File: src/rtl/mux_debounce_pkg.sv
// -----------------------------------------------------------------------------
// mux_debounce_pkg
// Shared definitions for the 4-to-1 debounced input mux:
//   - state_t     : debounce FSM state (STABLE, SETTLING)
//   - SEL_DATA0..3: encoding of {i_sel1, i_sel0} onto the four data lines
// -----------------------------------------------------------------------------
package mux_debounce_pkg;

    typedef enum logic {
        STABLE   = 1'b0,
        SETTLING = 1'b1
    } state_t;

    localparam logic [1:0] SEL_DATA0 = 2'b00;
    localparam logic [1:0] SEL_DATA1 = 2'b01;
    localparam logic [1:0] SEL_DATA2 = 2'b10;
    localparam logic [1:0] SEL_DATA3 = 2'b11;

endpackage

File: src/rtl/mux_debounce_4_to_1_sync_2ff.sv
// -----------------------------------------------------------------------------
// sync_2ff
// Single-bit two-flop synchroniser for an asynchronous input.
// Ports:
//   i_clk   - destination clock
//   i_rst_n - asynchronous active-low reset, clears both flops to 0
//   i_async - asynchronous input bit
//   o_sync  - synchronised output (2 clocks of latency)
// -----------------------------------------------------------------------------
module sync_2ff (
    input  logic i_clk,
    input  logic i_rst_n,
    input  logic i_async,
    output logic o_sync
);

    logic meta_q;
    logic sync_q;

    // Two-stage capture; the first flop may go metastable, the second resolves it.
    always_ff @(posedge i_clk or negedge i_rst_n) begin
        if (!i_rst_n) begin
            meta_q <= 1'b0;
            sync_q <= 1'b0;
        end else begin
            meta_q <= i_async;
            sync_q <= meta_q;
        end
    end

    assign o_sync = sync_q;

endmodule

File: src/rtl/mux_debounce_4_to_1.sv
// -----------------------------------------------------------------------------
// mux_debounce_4_to_1
// Selects one of four asynchronous board inputs with a 2-bit select and
// presents it as a debounced level, with optional one-cycle edge pulses.
//
// Parameters:
//   DEBOUNCE_LIMIT - stable clocks required before o_data follows (>= 2)
// Ports:
//   i_clk             - system clock
//   i_rst_n           - asynchronous active-low reset
//   i_data0..i_data3  - asynchronous data lines
//   i_sel0, i_sel1    - asynchronous select, {i_sel1,i_sel0} picks the line
//   o_data            - debounced level of the selected line (registered)
//   o_rise / o_fall   - one-cycle pulse when o_data goes 0->1 / 1->0
// Build option:
//   MUX_EDGE_DETECT_EN - when defined, o_rise/o_fall are generated; when
//                        undefined they are tied to 0. o_data is unaffected.
// -----------------------------------------------------------------------------
module mux_debounce_4_to_1
    import mux_debounce_pkg::*;
#(
    parameter int DEBOUNCE_LIMIT = 250000
) (
    input  logic i_clk,
    input  logic i_rst_n,
    input  logic i_data0,
    input  logic i_data1,
    input  logic i_data2,
    input  logic i_data3,
    input  logic i_sel0,
    input  logic i_sel1,
    output logic o_data,
    output logic o_rise,
    output logic o_fall
);

    localparam int                 CNT_W   = $clog2(DEBOUNCE_LIMIT);
    localparam logic [CNT_W-1:0]   CNT_MAX = CNT_W'(DEBOUNCE_LIMIT - 1);
    localparam logic [CNT_W-1:0]   CNT_ONE = CNT_W'(1);
    localparam logic [CNT_W-1:0]   CNT_ZERO = {CNT_W{1'b0}};

    // Bits [3:0] are the data lines, [5:4] the select.
    logic [5:0] async_in_s;
    logic [5:0] sync_s;
    logic [3:0] data_s;
    logic [1:0] sel_s;
    logic       sample_s;
    logic       mismatch_s;
    logic       sel_chg_s;

    state_t           state_q,    state_d;
    logic [CNT_W-1:0] cnt_q,      cnt_d;
    logic             data_q,     data_d;
    logic [1:0]       sel_prev_q;

    assign async_in_s = {i_sel1, i_sel0, i_data3, i_data2, i_data1, i_data0};

    for (genvar g = 0; g < 6; g++) begin : g_sync
        sync_2ff u_sync (
            .i_clk   (i_clk),
            .i_rst_n (i_rst_n),
            .i_async (async_in_s[g]),
            .o_sync  (sync_s[g])
        );
    end

    assign data_s     = sync_s[3:0];
    assign sel_s      = sync_s[5:4];
    assign mismatch_s = (sample_s != data_q);
    assign sel_chg_s  = (sel_s != sel_prev_q);

    // Route the synchronised line chosen by the synchronised select.
    always_comb begin
        sample_s = data_s[0];
        case (sel_s)
            SEL_DATA0: sample_s = data_s[0];
            SEL_DATA1: sample_s = data_s[1];
            SEL_DATA2: sample_s = data_s[2];
            SEL_DATA3: sample_s = data_s[3];
            default:   sample_s = data_s[0];
        endcase
    end

    // Debounce next-state: a select change restarts qualification from scratch,
    // otherwise the sample must disagree with o_data for LIMIT+1 straight clocks.
    always_comb begin
        state_d = state_q;
        cnt_d   = cnt_q;
        data_d  = data_q;
        if (sel_chg_s) begin
            cnt_d = CNT_ZERO;
            if (mismatch_s) begin
                state_d = SETTLING;
            end else begin
                state_d = STABLE;
            end
        end else begin
            case (state_q)
                STABLE: begin
                    if (mismatch_s) begin
                        state_d = SETTLING;
                        cnt_d   = CNT_ZERO;
                    end else begin
                        state_d = STABLE;
                    end
                end
                SETTLING: begin
                    if (!mismatch_s) begin
                        // Glitch rejected.
                        state_d = STABLE;
                        cnt_d   = CNT_ZERO;
                    end else if (cnt_q == CNT_MAX) begin
                        data_d  = sample_s;
                        state_d = STABLE;
                        cnt_d   = CNT_ZERO;
                    end else begin
                        cnt_d = cnt_q + CNT_ONE;
                    end
                end
                default: begin
                    state_d = STABLE;
                    cnt_d   = CNT_ZERO;
                end
            endcase
        end
    end

    // FSM, counter, output level and previous-select registers.
    always_ff @(posedge i_clk or negedge i_rst_n) begin
        if (!i_rst_n) begin
            state_q    <= STABLE;
            cnt_q      <= CNT_ZERO;
            data_q     <= 1'b0;
            sel_prev_q <= 2'b00;
        end else begin
            state_q    <= state_d;
            cnt_q      <= cnt_d;
            data_q     <= data_d;
            sel_prev_q <= sel_s;
        end
    end

    assign o_data = data_q;

`ifdef MUX_EDGE_DETECT_EN
    logic rise_q;
    logic fall_q;

    // Pulses are registered alongside data_q so they line up with the level change.
    always_ff @(posedge i_clk or negedge i_rst_n) begin
        if (!i_rst_n) begin
            rise_q <= 1'b0;
            fall_q <= 1'b0;
        end else begin
            rise_q <= (data_d != data_q) &  data_d;
            fall_q <= (data_d != data_q) & ~data_d;
        end
    end

    assign o_rise = rise_q;
    assign o_fall = fall_q;
`else
    assign o_rise = 1'b0;
    assign o_fall = 1'b0;
`endif

endmodule

File: config.mk
export PLATFORM = sky130hd
export DESIGN_NAME = mux_debounce_4_to_1
export DESIGN_NICKNAME = d
export VERILOG_FILES = /design/src/rtl/mux_debounce_pkg.sv /design/src/rtl/mux_debounce_4_to_1_sync_2ff.sv /design/src/rtl/mux_debounce_4_to_1.sv
export SDC_FILE = /design/constraint.sdc
export NUM_CORES = 1
export LEC_CHECK = 0
export CORE_AREA = 2 2 56 58
export DETAILED_ROUTE_END_ITERATION = 7
export DIE_AREA = 0 0 58 60
export PLACE_DENSITY_LB_ADDON = 0.2
export SYNTH_ARGS = -nofsm -noshare
export SYNTH_HDL_FRONTEND = slang
export SYNTH_SLANG_ARGS = --single-unit
File: constraint.sdc
create_clock -name i_clk -period 5.7 [get_ports i_clk]
set_input_delay 1.14 -clock i_clk [delete_from_list [all_inputs] [get_ports i_clk]]
set_output_delay 1.14 -clock i_clk [all_outputs]
set_load 0.005 [all_outputs]
==> results of run 1 <==
metrics by stage:
stage	area (sq um)	worst slack, ns	utilization, %	cells
floorplan	1620	3.82	-	149
global placement	1690	3.56	58.3	184
detailed placement	1690	3.46	58.3	184
CTS	1750	3.21	60.3	192
global route	1750	3.17	60.3	192
finish	1750	3.24	60.3	192
synthesized netlist by cell type (all sizes together) (4+ instances only):
library cell  instances  area (sq um)
and3                  5          31.3
buf                   7          58.8
dfrtp                34           851
inv                   4          15.0
nand2                17          63.8
nand3                10          50.1
nand4                 6          37.5
nor2                  5          18.8
nor3                  4          31.3
o21ai                12          67.6
or3                   4          25.0
xnor2                 7          61.3
cells by family (layout without fill, tap and decap cells):
group / after synthesis / after routing / share of synthesized area, %
multiplexers: 2 / 2 / 2.09
XOR/XNOR: 10 / 10 / 5.88
flip-flops: 34 / 34 / 52.6
AO/OA/AOI/OAI: 28 / 28 / 12.8
other: 1 / 2 / 0.232
adder cells (fa/ha/maj): 1 / 1 / 0.773
AND/OR/NAND/NOR: 61 / 61 / 21.1
buffers and inverters: 11 / 21 / 4.56
state kept, by name (all words and copies together) (netlist names):
| register | count |
|---|---|
| g_sync.u_sync.meta_q | 6 |
| cnt_q | 18 |
| g_sync.u_sync.o_sync | 6 |
| o_data | 1 |
| sel_prev_q | 2 |
| state_q | 1 |
metal layers:
layer / vias up / track usage (%) / routed length, um / share of wire [%]
met1: 578 / 24.6 / 1310 / 43
li1: 559 / - / - / -
met5: - / 0 / 0 / 0
met3: 5 / 7.14 / 124 / 4.1
met2: 31 / 34.3 / 1530 / 51
met4: 0 / 10.6 / 57 / 1.9
placed cells by master (no fill, tap or decap), types with 2 or more instances in the layout:
cell / count
a21oi_1: 3
a22o_2: 2
and3_1: 5
clkbuf_4: 5
clkdlybuf4s50_1: 8
conb_1: 2
dfrtp_1: 34
inv_1: 4
nand2_1: 17
nand3_1: 10
nand4_1: 6
nor2_1: 5
nor3_1: 3
nor4_1: 3
o21ai_0: 10
o21ai_2: 2
o311ai_1: 2
or3_1: 4
xnor2_1: 7
xor2_1: 2
final cells by class:
class | count | share of cell area (%)
Sequential cell | 34 | 48.6
Timing Repair Buffer | 9 | 5.00
Clock inverter | 3 | 1.22
Inverter | 4 | 0.858
Tap cell | 33 | 2.36
Clock buffer | 5 | 2.14
Multi-Input combinational cell | 104 | 39.8
power by group through the flow:
stage	combinational [mW]	sequential, mW	clock, mW
finish	0.0270	0.251	0.129
detailed placement	0.0274	0.255	0
global placement	0.0261	0.255	0
global route	0.0301	0.252	0.150
floorplan	0.0174	0.255	0
CTS	0.0273	0.251	0.136
worst paths after layout:
kind / end / cells past startpoint / from
min reg2reg: g_sync[2].u_sync.o_sync$_DFF_PN0_ / 0 / g_sync[2].u_sync.meta_q$_DFF_PN0_
min in group asynchronous: cnt_q[14]$_DFFE_PN0P_ / 2 / i_rst_n
max reg2reg: cnt_q[11]$_DFFE_PN0P_ / 5 / g_sync[5].u_sync.o_sync$_DFF_PN0_
min: g_sync[2].u_sync.o_sync$_DFF_PN0_ / 0 / g_sync[2].u_sync.meta_q$_DFF_PN0_
max in group asynchronous: state_q$_DFF_PN0_ / 2 / i_rst_n
max: o_data / 1 / o_data$_DFFE_PN0P_
==> results.txt, run 1 <==
Multi-input logic area -> 697 sq um
Measured slew at the worst slew-check pin -> 0.718 ns
Critical-path cell list -> clkdlybuf4s50_1
FF-to-FF setup slack -> 3.44 ns
Clock slew at reported path FFs -> 0.10 ns
Final Skew -> 0.00278 ns
Min Tclk post-route -> 2.46 ns
Drt drc -> 0
Antenna violations before repair -> 0
Worst setup EP type -> output port
Unrepaired setup endpoints after global routing -> no
Reg power frac -> 61.6%
GRT overflow -> 0
H-tree levels -> 2
Root Driver -> clkbuf_4
Crit-path max cell delay -> 0.54 ns
Antenna Nets Post-Route -> 0
IO Port Bufs -> 8
Critical path fanouts, max -> 4
Hold Buf Count CTS -> 0
Die area -> 3480 sq um
Core footprint -> 2900 sq um
Clock Tree Buf Depth -> 2
Post-CTS Resized -> 0
Global-route wire length before repair -> 5260 um
Slowest cell on the critical path -> clkdlybuf4s50_1
Internal power -> 306 uW
Highest Clock Rate -> 406 MHz
Slew HR -> 52.0%
Comb power frac -> 6.6%
Syn avg cell area -> 10.9 sq um
Register bit count reported by yosys -> 34
CP startpoint kind -> flop
Peak supply drop -> 0.199 mV
Most used DFF post-synth -> dfrtp_1
Switching share of total power -> 24.9%
Wire per inst -> 15.7 um
Clock Latency Late Sink -> 0.33 ns
First drt pass iteration count -> 4
# fillers -> 261
Die Width -> 58 um
Worst min path class -> reg -> reg
NetSw -> 101 uW
Synth Instances -> 148
Global-route usage over all layers -> 20.9%
Setup violations, final -> 0
Ant diodes -> 0
Max Cap Violations -> 0
Share of synthesized registers carrying an async set or reset -> 100%
Synth Cell Area -> 1620 sq um
Outcome -> complete, no violations
Share of cells above drive strength 1 -> 14.5%
# clock sinks -> 34
P_leak -> 0.712 nW
Pin count of the biggest net entering global routing -> 35
Top Family by Delay on Critical Path -> buffers and inverters
Drt via density -> 6.11
Sequential share of the synthesized area -> 52.6%
Synth Warn # -> 0
Fin. Hold Viols -> 0
Routability congestion estimate -> 0.821
P&R area growth vs syn -> 8.20%
Vias after detailed routing -> 1173
Final setup TNS -> 0 ns
Period utilization -> 43.2%
Buffers & Inverters on Critical Path -> 1
Total design power -> 407 uW
Synth unique cells -> 42
Top Ports -> 11
Hold WS -> 0.357 ns
Setup bufs post-CTS -> 0
Die H -> 60 um
Vias in the first global route -> 1187
Reg area -> 851 sq um
Worst setup path class -> reg -> out
Clock Power Share -> 31.8%
TritonCTS Buffers -> 5
Post-Route WL -> 3010 um
Arrival time at the worst endpoint -> 1.32 ns
CTS tree -> done
Row Count -> 20
Slew Limit Fails -> 0
Layout net count -> 167
Hpwl dp -> 2160 um
Post-synth EDFFs -> 0
1st-iter DRT viols -> 49
Starting Density -> 55.7%
CP Data Required Time -> 4.56 ns
Power per Cell Area -> 232 nW/um^2
No activity file was read; power rests on OpenSTA's default activity.
==> run 2: changes to the inputs <==
CORE_AREA = 2 2 57 59   (was 2 2 56 58)
DIE_AREA = 0 0 59 61   (was 0 0 58 60)
clock period = 2.3 ns   (was 5.7 ns; I/O delays follow)
==> run 2 against run 1 <==
Compared with the run above:
- wire length decreased by 4.5%
- total power increased to 3.1 times the previous value
- utilization grew 1.4 points
- combinational power rose to 2.5 times the previous value
- via count is 1.1% lower
- cell count increased by 1.6%
- clock skew grew 0.0042 ns
- sequential share of layout area shrank 1.9 points
- flip-flop and latch count unchanged
- global-route usage is 2.3 points lower
- cell area grew 4.0%
==> results.txt, run 2 (synthesized netlist as in run 1, its figures left out) <==
Worst r2r src -> g_sync[5].u_sync.o_sync$_DFF_PN0_
Slew Limit Fails -> 0
Most frequent cells in the layout -> dfrtp_1 (34), nand2_1 (17), nand3_1 (10), o21ai_0 (10), clkdlybuf4s50_1 (8)
P_leak -> 0.752 nW
Slowest cell on the critical path -> mux4_2
GRT overflow -> 0
Root Driver -> clkbuf_4
Clock Tree Buf Depth -> 2
CTS tree -> done
Fin. Hold Viols -> 0
Routability congestion estimate -> 0.832
P&R area growth vs syn -> 12.5%
Core footprint -> 2950 sq um
Die H -> 61 um
Total design power -> 1.24 mW
Post-CTS Resized -> 0
Measured slew at the worst slew-check pin -> 0.569 ns
Top Ports -> 11
Min Tclk post-route -> 2.13 ns
First drt pass iteration count -> 4
Share of cells above drive strength 1 -> 16.0%
Worst min path class -> reg -> reg
Setup violations, final -> 0
Commonest non-fill, non-tap cell in the layout -> dfrtp_1
Clock slew at reported path FFs -> 0.11 ns
Hold Buf Count CTS -> 0
1st-iter DRT viols -> 40
Critical path fanouts, max -> 11
Vias after detailed routing -> 1160
H-tree levels -> 2
Largest register FFs -> 18
Worst setup EP type -> flop
Pin count of the biggest net entering global routing -> 35
Unrepaired setup endpoints after global routing -> no
Arrival time at the worst endpoint -> 2.41 ns
# fillers -> 243
CP startpoint kind -> flop
Drt via density -> 5.95
Setup bufs post-CTS -> 0
Slew HR -> 61.8%
Row Count -> 20
Critical path startpoint -> g_sync[5].u_sync.o_sync$_DFF_PN0_
Most flop-heavy register -> cnt_q
Crit-path max cell delay -> 0.57 ns
Die Width -> 59 um
Layout net count -> 170
Global-route wire length before repair -> 4800 um
Wire per inst -> 14.8 um
IO Port Bufs -> 8
Global-route usage over all layers -> 18.6%
Worst setup path class -> reg -> reg
Ant diodes -> 0
Drt drc -> 0
Final setup TNS -> 0 ns
Critical-path cell list -> mux4_2, xor2_2, o211ai_2, buf_4, nor3b_2, a21o_1
Final Skew -> 0.00700 ns
Reg area -> 851 sq um
Clock Latency Late Sink -> 0.34 ns
Period utilization -> 92.7%
Vias in the first global route -> 1046
CP Data Required Time -> 2.58 ns
Hpwl dp -> 1990 um
Antenna Nets Post-Route -> 0
Starting Density -> 54.8%
Highest Clock Rate -> 469 MHz
TritonCTS Buffers -> 5
Peak supply drop -> 0.485 mV
Antenna violations before repair -> 0
# clock sinks -> 34
Multi-input logic area -> 697 sq um
Die area -> 3600 sq um
Power per Cell Area -> 682 nW/um^2
Max Cap Violations -> 0
Hold_sp -> g_sync[4].u_sync.meta_q$_DFF_PN0_
Outcome -> complete, no violations
Post-Route WL -> 2880 um
## run 2: cell count changes in the layout (fill, tap and decap cells not counted)
cell        delta
buf_4          +3
bufinv_16      +2
clkinv_2       -1
clkinvlp_4     -1
## run 2: report_power, final
group          switching, mW  internal [mW]
Clock                  0.212          0.340
Combinational         0.0398         0.0280
Sequential           0.00876          0.613
## run 2: worst max-delay path, delay by kind of cell, from the launching register on
kind	cells	cell delay, ns
multiplexers	1	0.57
AO/OA/AOI/OAI	2	0.39
buffers and inverters	1	0.25
flip-flops	1	0.42
XOR/XNOR	1	0.26
AND/OR/NAND/NOR	1	0.17
## run 2: worst paths after layout
kind                                                     endpoint  slack (ns)  cells after the start
worst max-delay path                         cnt_q[2]$_DFFE_PN0P_        0.17                      6
worst min-delay path            g_sync[4].u_sync.o_sync$_DFF_PN0_        0.36                      0
worst max register to register               cnt_q[2]$_DFFE_PN0P_        0.17                      6
worst min register to register  g_sync[4].u_sync.o_sync$_DFF_PN0_        0.36                      0
max in group asynchronous                    cnt_q[2]$_DFFE_PN0P_        1.50                      2
min in group asynchronous                   cnt_q[17]$_DFFE_PN0P_        0.51                      2
## run 2: per-layer routing
layer  part of all wire [%]  vias to the layer above  GRT usage [%]
met3                    5.2                        4           5.76
met2                     47                       34           27.8
met5                      0                        -              0
li1                       -                      563              -
met1                     46                      559           24.2
met4                    1.7                        0           10.4
## run 2: through the flow
step	setup slack [ns]	instance area, sq um	hold WS, ns	utilization (%)	cells
detailed placement	0.204	1710	0.335	58.1	187
CTS	0.178	1820	0.361	61.7	195
finish	0.169	1820	0.359	61.7	195
floorplan	0.419	1620	0.164	-	149
global placement	0.262	1710	0.334	58.1	187
global route	0.0397	1820	0.368	61.7	195
## run 2: cell type report
class	count	area share, %
Clock buffer	5	2.06
Clock inverter	3	3.78
Inverter	4	0.825
Multi-Input combinational cell	104	38.3
Sequential cell	34	46.7
Tap cell	33	2.27
Timing Repair Buffer	12	6.05
==> edit 1, RTL diff (flow settings as in run 2) <==
Build with the macro `MUX_EDGE_DETECT_EN` defined.
--- a/src/rtl/mux_debounce_4_to_1.sv
+++ b/src/rtl/mux_debounce_4_to_1.sv
@@ -16,6 +16,8 @@
 //   MUX_EDGE_DETECT_EN - when defined, o_rise/o_fall are generated; when
 //                        undefined they are tied to 0. o_data is unaffected.
 // -----------------------------------------------------------------------------
+`define MUX_EDGE_DETECT_EN
+
 module mux_debounce_4_to_1
     import mux_debounce_pkg::*;
 #(
Formal check against the unedited RTL: no difference found for any inputs over 10 cycles, from zero or initial values and one cycle with i_rst_n low; that may be too few to reach the edited logic, so the function may still have changed.
==> edit 1 against run 2 <==
Via count grew 1.6%; final area shrank 0.48%; final cell count shrank 1.5%; total power shrank 6.3%; synthesized area shrank 1.1%; wire length shrank 0.49%; worst setup slack gained 0.014 ns; highest routed layer unchanged; sequential cell count grew 2; critical path type unchanged; largest power group unchanged; critical path depth shrank 1; sequential power grew 5.6%; critical endpoint is now cnt_q[7].
==> edit 1: results (changes against run 2) <==
[cts]
numCtsBuffers = 5  ; unchanged
cts.htree.levels = 2  ; unchanged
cts_max_path_buffers = 2  ; unchanged
cts_resized = 0  ; unchanged
post-cts-setup-buffer-count = 0  ; unchanged
cts.clk_slew.worst_paths_ns = 0.11  ; about the same
clk_latency_ns = 0.34  ; about the same

[finish]
fin_nets = 167  ; -1.8%
final_cells = 192  ; -1.5%
nFillCells = 242  ; -0.41%
drive_gt1_share_pct = 17.0  ; +0.93 points

[global_route]
grt_max_degree = 37  ; +5.7%
grt_usage_pct = 19.4  ; +0.78 points
grt_pass1_wl_um = 5000  ; +4.2%
grt_pass1_vias = 1112  ; +6.3%

[worst_setup_path]
crit_fanout = 18  ; +7
reg2reg_depth = 5  ; -1

[run_status]
outcome = finished, final reports clean

[worst_hold_path]
hold_depth = 0  ; unchanged
hp-start = g_sync[2].u_sync.meta_q
hp-class = register to register

[placement]
post-place-cells = 184  ; -1.6%
hpwl_um = 1980  ; -0.52%
dpl_cell_area_um2 = 1730  ; +0.73%
gp_congestion = 0.843  ; +1.3%
io_buffers = 10  ; +2

[logic_synthesis]
ys_top_cells_by_area = dfrtp_1, nand2_1, nand3_1
syn_avg_cell_area_um2 = 11.4  ; +4.6%
yosysWarnings = 0  ; unchanged
synth_seq_area_share_pct = 56.3  ; +3.7 points
ys_top_cells_by_count = dfrtp_1, nand2_1, nand3_1, nor2_1, o21ai_0
synth_cell_type_count = 36  ; -14%

[routing]
wirelength_um = 2860  ; -0.49%
vias = 1179  ; +1.6%
dr.first_iter.drc_count = 72  ; +80%

[timing]
drv_slew = 0  ; unchanged
max_slew_margin_pct = 69.1  ; +7.3 points
setup_viol = 0  ; unchanged
skew_ns = 0.00736  ; +0.000365 ns

[power_and_ir_drop]
ir_worst_vdd_mv = 0.470  ; -3.2%
p_leak_nw = 0.771  ; +2.6%

edit 1: cell types whose count changed in the layout (fill, tap and decap cells not counted), sizes merged, moves of 3 or more:
cell and delta:
nor2 +5, inv -3, o311ai -3, a21oi +3, a221o +3
edit 1: final cells by class:
| type | instances | share of cell area, % |
|---|---|---|
| Clock buffer | 5 | 2.07 |
| Clock inverter | 3 | 2.35 |
| Inverter | 1 | 0.207 |
| Multi-Input combinational cell | 100 | 36.2 |
| Sequential cell | 36 | 49.7 |
| Tap cell | 33 | 2.28 |
| Timing Repair Buffer | 14 | 7.18 |
edit 1: power breakdown:
part | internal [mW] | leakage [nW] | switching [mW]
sequential | 0.648 | 0.468 | 0.00832
combinational | 0.0290 | 0.262 | 0.0377
clock | 0.226 | 0.0412 | 0.213
edit 1: metrics by stage:
step | worst slack, ns | utilization [%] | power (mW)
3_3_place_gp | 0.258 | 58.5 | 0.732
4_1_cts | 0.178 | 61.2 | 1.18
3_5_place_dp | 0.191 | 58.5 | 0.735
2_1_floorplan | 0.353 | - | 0.704
6_report | 0.183 | 61.4 | 1.16
5_1_grt | 0.0683 | 61.4 | 1.22
edit 1: logic make-up (layout without fill, tap and decap cells):
group	after synthesis	count (layout)	synth area share, %
DFF	36	36	56.3
muxes	4	4	3.36
adders and majority gates	1	1	0.782
xor gates and xnor gates	8	8	4.85
AOI/OAI and AO/OA	26	26	11.1
buffers and inverters	4	23	3.05
and+or+nand+nor	61	61	20.6
edit 1: metal layers:
| metal | global-route usage [%] | wire length (µm) |
|---|---|---|
| met1 | 23.7 | 1290 |
| met4 | 11.7 | 121 |
| met2 | 30.5 | 1320 |
| met3 | 5.76 | 128 |
| met5 | 0 | 0 |
edit 1: worst paths after layout:
check,endpoint,slack [ns]
min,g_sync[2].u_sync.o_sync,0.35
max in group asynchronous,cnt_q[4],1.46
min reg2reg,g_sync[2].u_sync.o_sync,0.35
max,cnt_q[7],0.18
max reg2reg,cnt_q[7],0.18
min in group asynchronous,o_fall,0.53
edit 1: worst max-delay path, delay by kind of cell (launching register included):
kind | cells | cell delay, ns
xor gates and xnor gates | 1 | 0.20
muxes | 1 | 0.57
buffers and inverters | 1 | 0.20
and+or+nand+nor | 1 | 0.23
DFF | 1 | 0.41
AOI/OAI and AO/OA | 1 | 0.40
==> edit 2, RTL diff (settings of run 2) <==
Without the edit above. Add an input register stage for `i_data0`, `i_data1`, `i_data2`, `i_data3`, `i_sel0` and `i_sel1`; this delays them by one clock.
--- a/src/rtl/mux_debounce_4_to_1.sv
+++ b/src/rtl/mux_debounce_4_to_1.sv
@@ -39,6 +39,22 @@
     localparam logic [CNT_W-1:0]   CNT_ONE = CNT_W'(1);
     localparam logic [CNT_W-1:0]   CNT_ZERO = {CNT_W{1'b0}};
 
+    logic i_data0_q;
+    logic i_data1_q;
+    logic i_data2_q;
+    logic i_data3_q;
+    logic i_sel0_q;
+    logic i_sel1_q;
+
+    always_ff @(posedge i_clk) begin
+        i_data0_q <= i_data0;
+        i_data1_q <= i_data1;
+        i_data2_q <= i_data2;
+        i_data3_q <= i_data3;
+        i_sel0_q  <= i_sel0;
+        i_sel1_q  <= i_sel1;
+    end
+
     // Bits [3:0] are the data lines, [5:4] the select.
     logic [5:0] async_in_s;
     logic [5:0] sync_s;
@@ -53,7 +69,7 @@
     logic             data_q,     data_d;
     logic [1:0]       sel_prev_q;
 
-    assign async_in_s = {i_sel1, i_sel0, i_data3, i_data2, i_data1, i_data0};
+    assign async_in_s = {i_sel1_q, i_sel0_q, i_data3_q, i_data2_q, i_data1_q, i_data0_q};
 
     for (genvar g = 0; g < 6; g++) begin : g_sync
         sync_2ff u_sync (
Function: same outputs for any inputs over 10 cycles, from zero or initial values and one cycle with i_rst_n low; that may be too few to reach the edited logic, so the function may still have changed.
==> edit 2 against run 2 <==
Worst hold slack got worse by 0.023 ns; total power increased by 4.3%; wire length rose by 3.9%; critical endpoint is now cnt_q[4]; utilization increased by 4.7 points; critical path type unchanged; highest routed layer unchanged; synthesized area increased by 11%; final area grew 7.6%; die area stayed put; non-clock buffer count is 2 higher; worst setup slack better by 0.13 ns; sequential cell count is 6 higher; sequential power is 18% higher; combinational power is 11% higher; final cell count is 2.6% higher.
==> edit 2: results (changes against run 2) <==
[global_route]
antenna_found_initial = 0  ; unchanged
grt_pass1_vias = 1173  ; +12%
grt_pass1_wl_um = 5270  ; +9.9%
grt_max_degree = 35  ; unchanged
grt_usage_pct = 20.3  ; +1.6 points

[cts]
numCtsBuffers = 5  ; unchanged
cts-root-buf = clkbuf_4
cts_resized = 0  ; unchanged
post-cts-setup-buffer-count = 0  ; unchanged
cts_max_path_buffers = 2  ; unchanged
cts.htree.levels = 2  ; unchanged
cts.clk_slew.worst_paths_ns = 0.12
clk_latency_ns = 0.34  ; about the same

[worst_setup_path]
reg2reg_depth = 6  ; unchanged
timing.rr.start = g_sync[5].u_sync.o_sync
crit_fanout = 18  ; +7
arrival_ns = 2.27  ; -0.14 ns
critPathKind = register to register
reg2reg_slack_ns = 0.30  ; +0.13 ns
crit_end = cnt_q[4]

[timing]
drv_slew = 0  ; unchanged
skew_ns = 0.00699  ; -0.0000113 ns
fmax_mhz = 501  ; +6.7%
max_slew_margin_pct = 58.4  ; -3.4 points

[routing]
drt_first_pass_iters = 5  ; +1
dr.first_iter.drc_count = 76  ; +90%
via_per_inst = 5.87  ; -1.3%
wl_per_cell_um = 14.9  ; +1.3%

[logic_synthesis]
ys_top_cells_by_area = dfrtp_1, dfxtp_1, nand3_1
yosysWarnings = 0  ; unchanged
synth_cell_type_count = 41  ; -2.4%
synthArstFlopShare_pct = 85.0  ; -15 points
ys_top_cells_by_count = dfrtp_1, nand2_1, nand3_1
synth_seq_area_share_pct = 54.1  ; +1.5 points

[finish]
num_antenna_cells = 0  ; unchanged
fin_nets = 175  ; +2.9%
drive_gt1_share_pct = 18.0  ; +1.9 points
largest_reg_flops = 18  ; unchanged
regMostFlops = cnt_q

[placement]
io_buffers = 8  ; unchanged
dpl_cell_area_um2 = 1870  ; +9.1%
pre_cts_ws_ns = 0.318  ; +0.115 ns
hpwl_um = 2110  ; +5.9%
gp_congestion = 0.919  ; +10%

[power_and_ir_drop]
p_leak_nw = 0.793  ; +5.5%
ir_worst_vdd_mv = 0.494  ; +1.7%

[worst_hold_path]
hp-class = register to register

[run_status]
outcome = finished, final reports clean

==> edit 2: worst min path at each step <==
stage,startpoint,to,slack [ns],cells past startpoint
3_5_place_dp,i_sel1_q,g_sync[5].u_sync.meta_q,0.32,0
3_3_place_gp,i_sel1_q,g_sync[5].u_sync.meta_q,0.32,0
5_1_grt,i_sel1_q,g_sync[5].u_sync.meta_q,0.34,0
4_1_cts,i_sel1_q,g_sync[5].u_sync.meta_q,0.33,0
6_report,i_sel1_q,g_sync[5].u_sync.meta_q,0.34,0
2_1_floorplan,i_rst_n,cnt_q[0],0.16,0
==> edit 2: kinds of logic after synthesis <==
group | share of synthesized area, %
DFF | 54.1
other | 0.209
xor gates and xnor gates | 5.44
and+or+nand+nor | 20.3
adders and majority gates | 0.697
buffers and inverters | 5.72
AOI/OAI and AO/OA | 9.41
muxes | 4.11
==> edit 2: layer usage <==
metal  up-vias  track usage [%]  part of all wire [%]
met2        28             31.6                    48
met5         -                0                     0
met3         4             5.76                   4.6
met1       564             26.3                    46
li1        578                -                     -
met4         0             9.42                   1.1
==> edit 2: critical path, stage by stage (launching register included) <==
cell and delay (ns):
dfrtp_1 0.42, mux4_2 0.58, xnor2_4 0.25, and4b_1 0.23, buf_4 0.23, o21ai_0 0.13, o21ai_0 0.09
==> edit 2: cell type report <==
type                       instances  area (µm²)
fill                             224         993
sequential                        40         971
inverter                           2        7.51
clock buffer                       6        51.3
tap                               33        41.3
timing repair buffer              14         125
multi-input combinational        103         724
clock inverter                     2        38.8
==> edit 2: where the power goes <==
group / internal, mW / switching (mW) / leakage, nW
Sequential: 0.722 / 0.00970 / 0.491
Clock: 0.260 / 0.226 / 0.0484
Combinational: 0.0331 / 0.0424 / 0.254
==> edit 2: metrics by stage <==
| stage | utilization (%) | std cells |
|---|---|---|
| after floorplan | - | 156 |
| after global placement | 63.3 | 192 |
| after detailed placement | 63.3 | 192 |
| after CTS | 66.4 | 200 |
| after global routing | 66.4 | 200 |
| final | 66.4 | 200 |
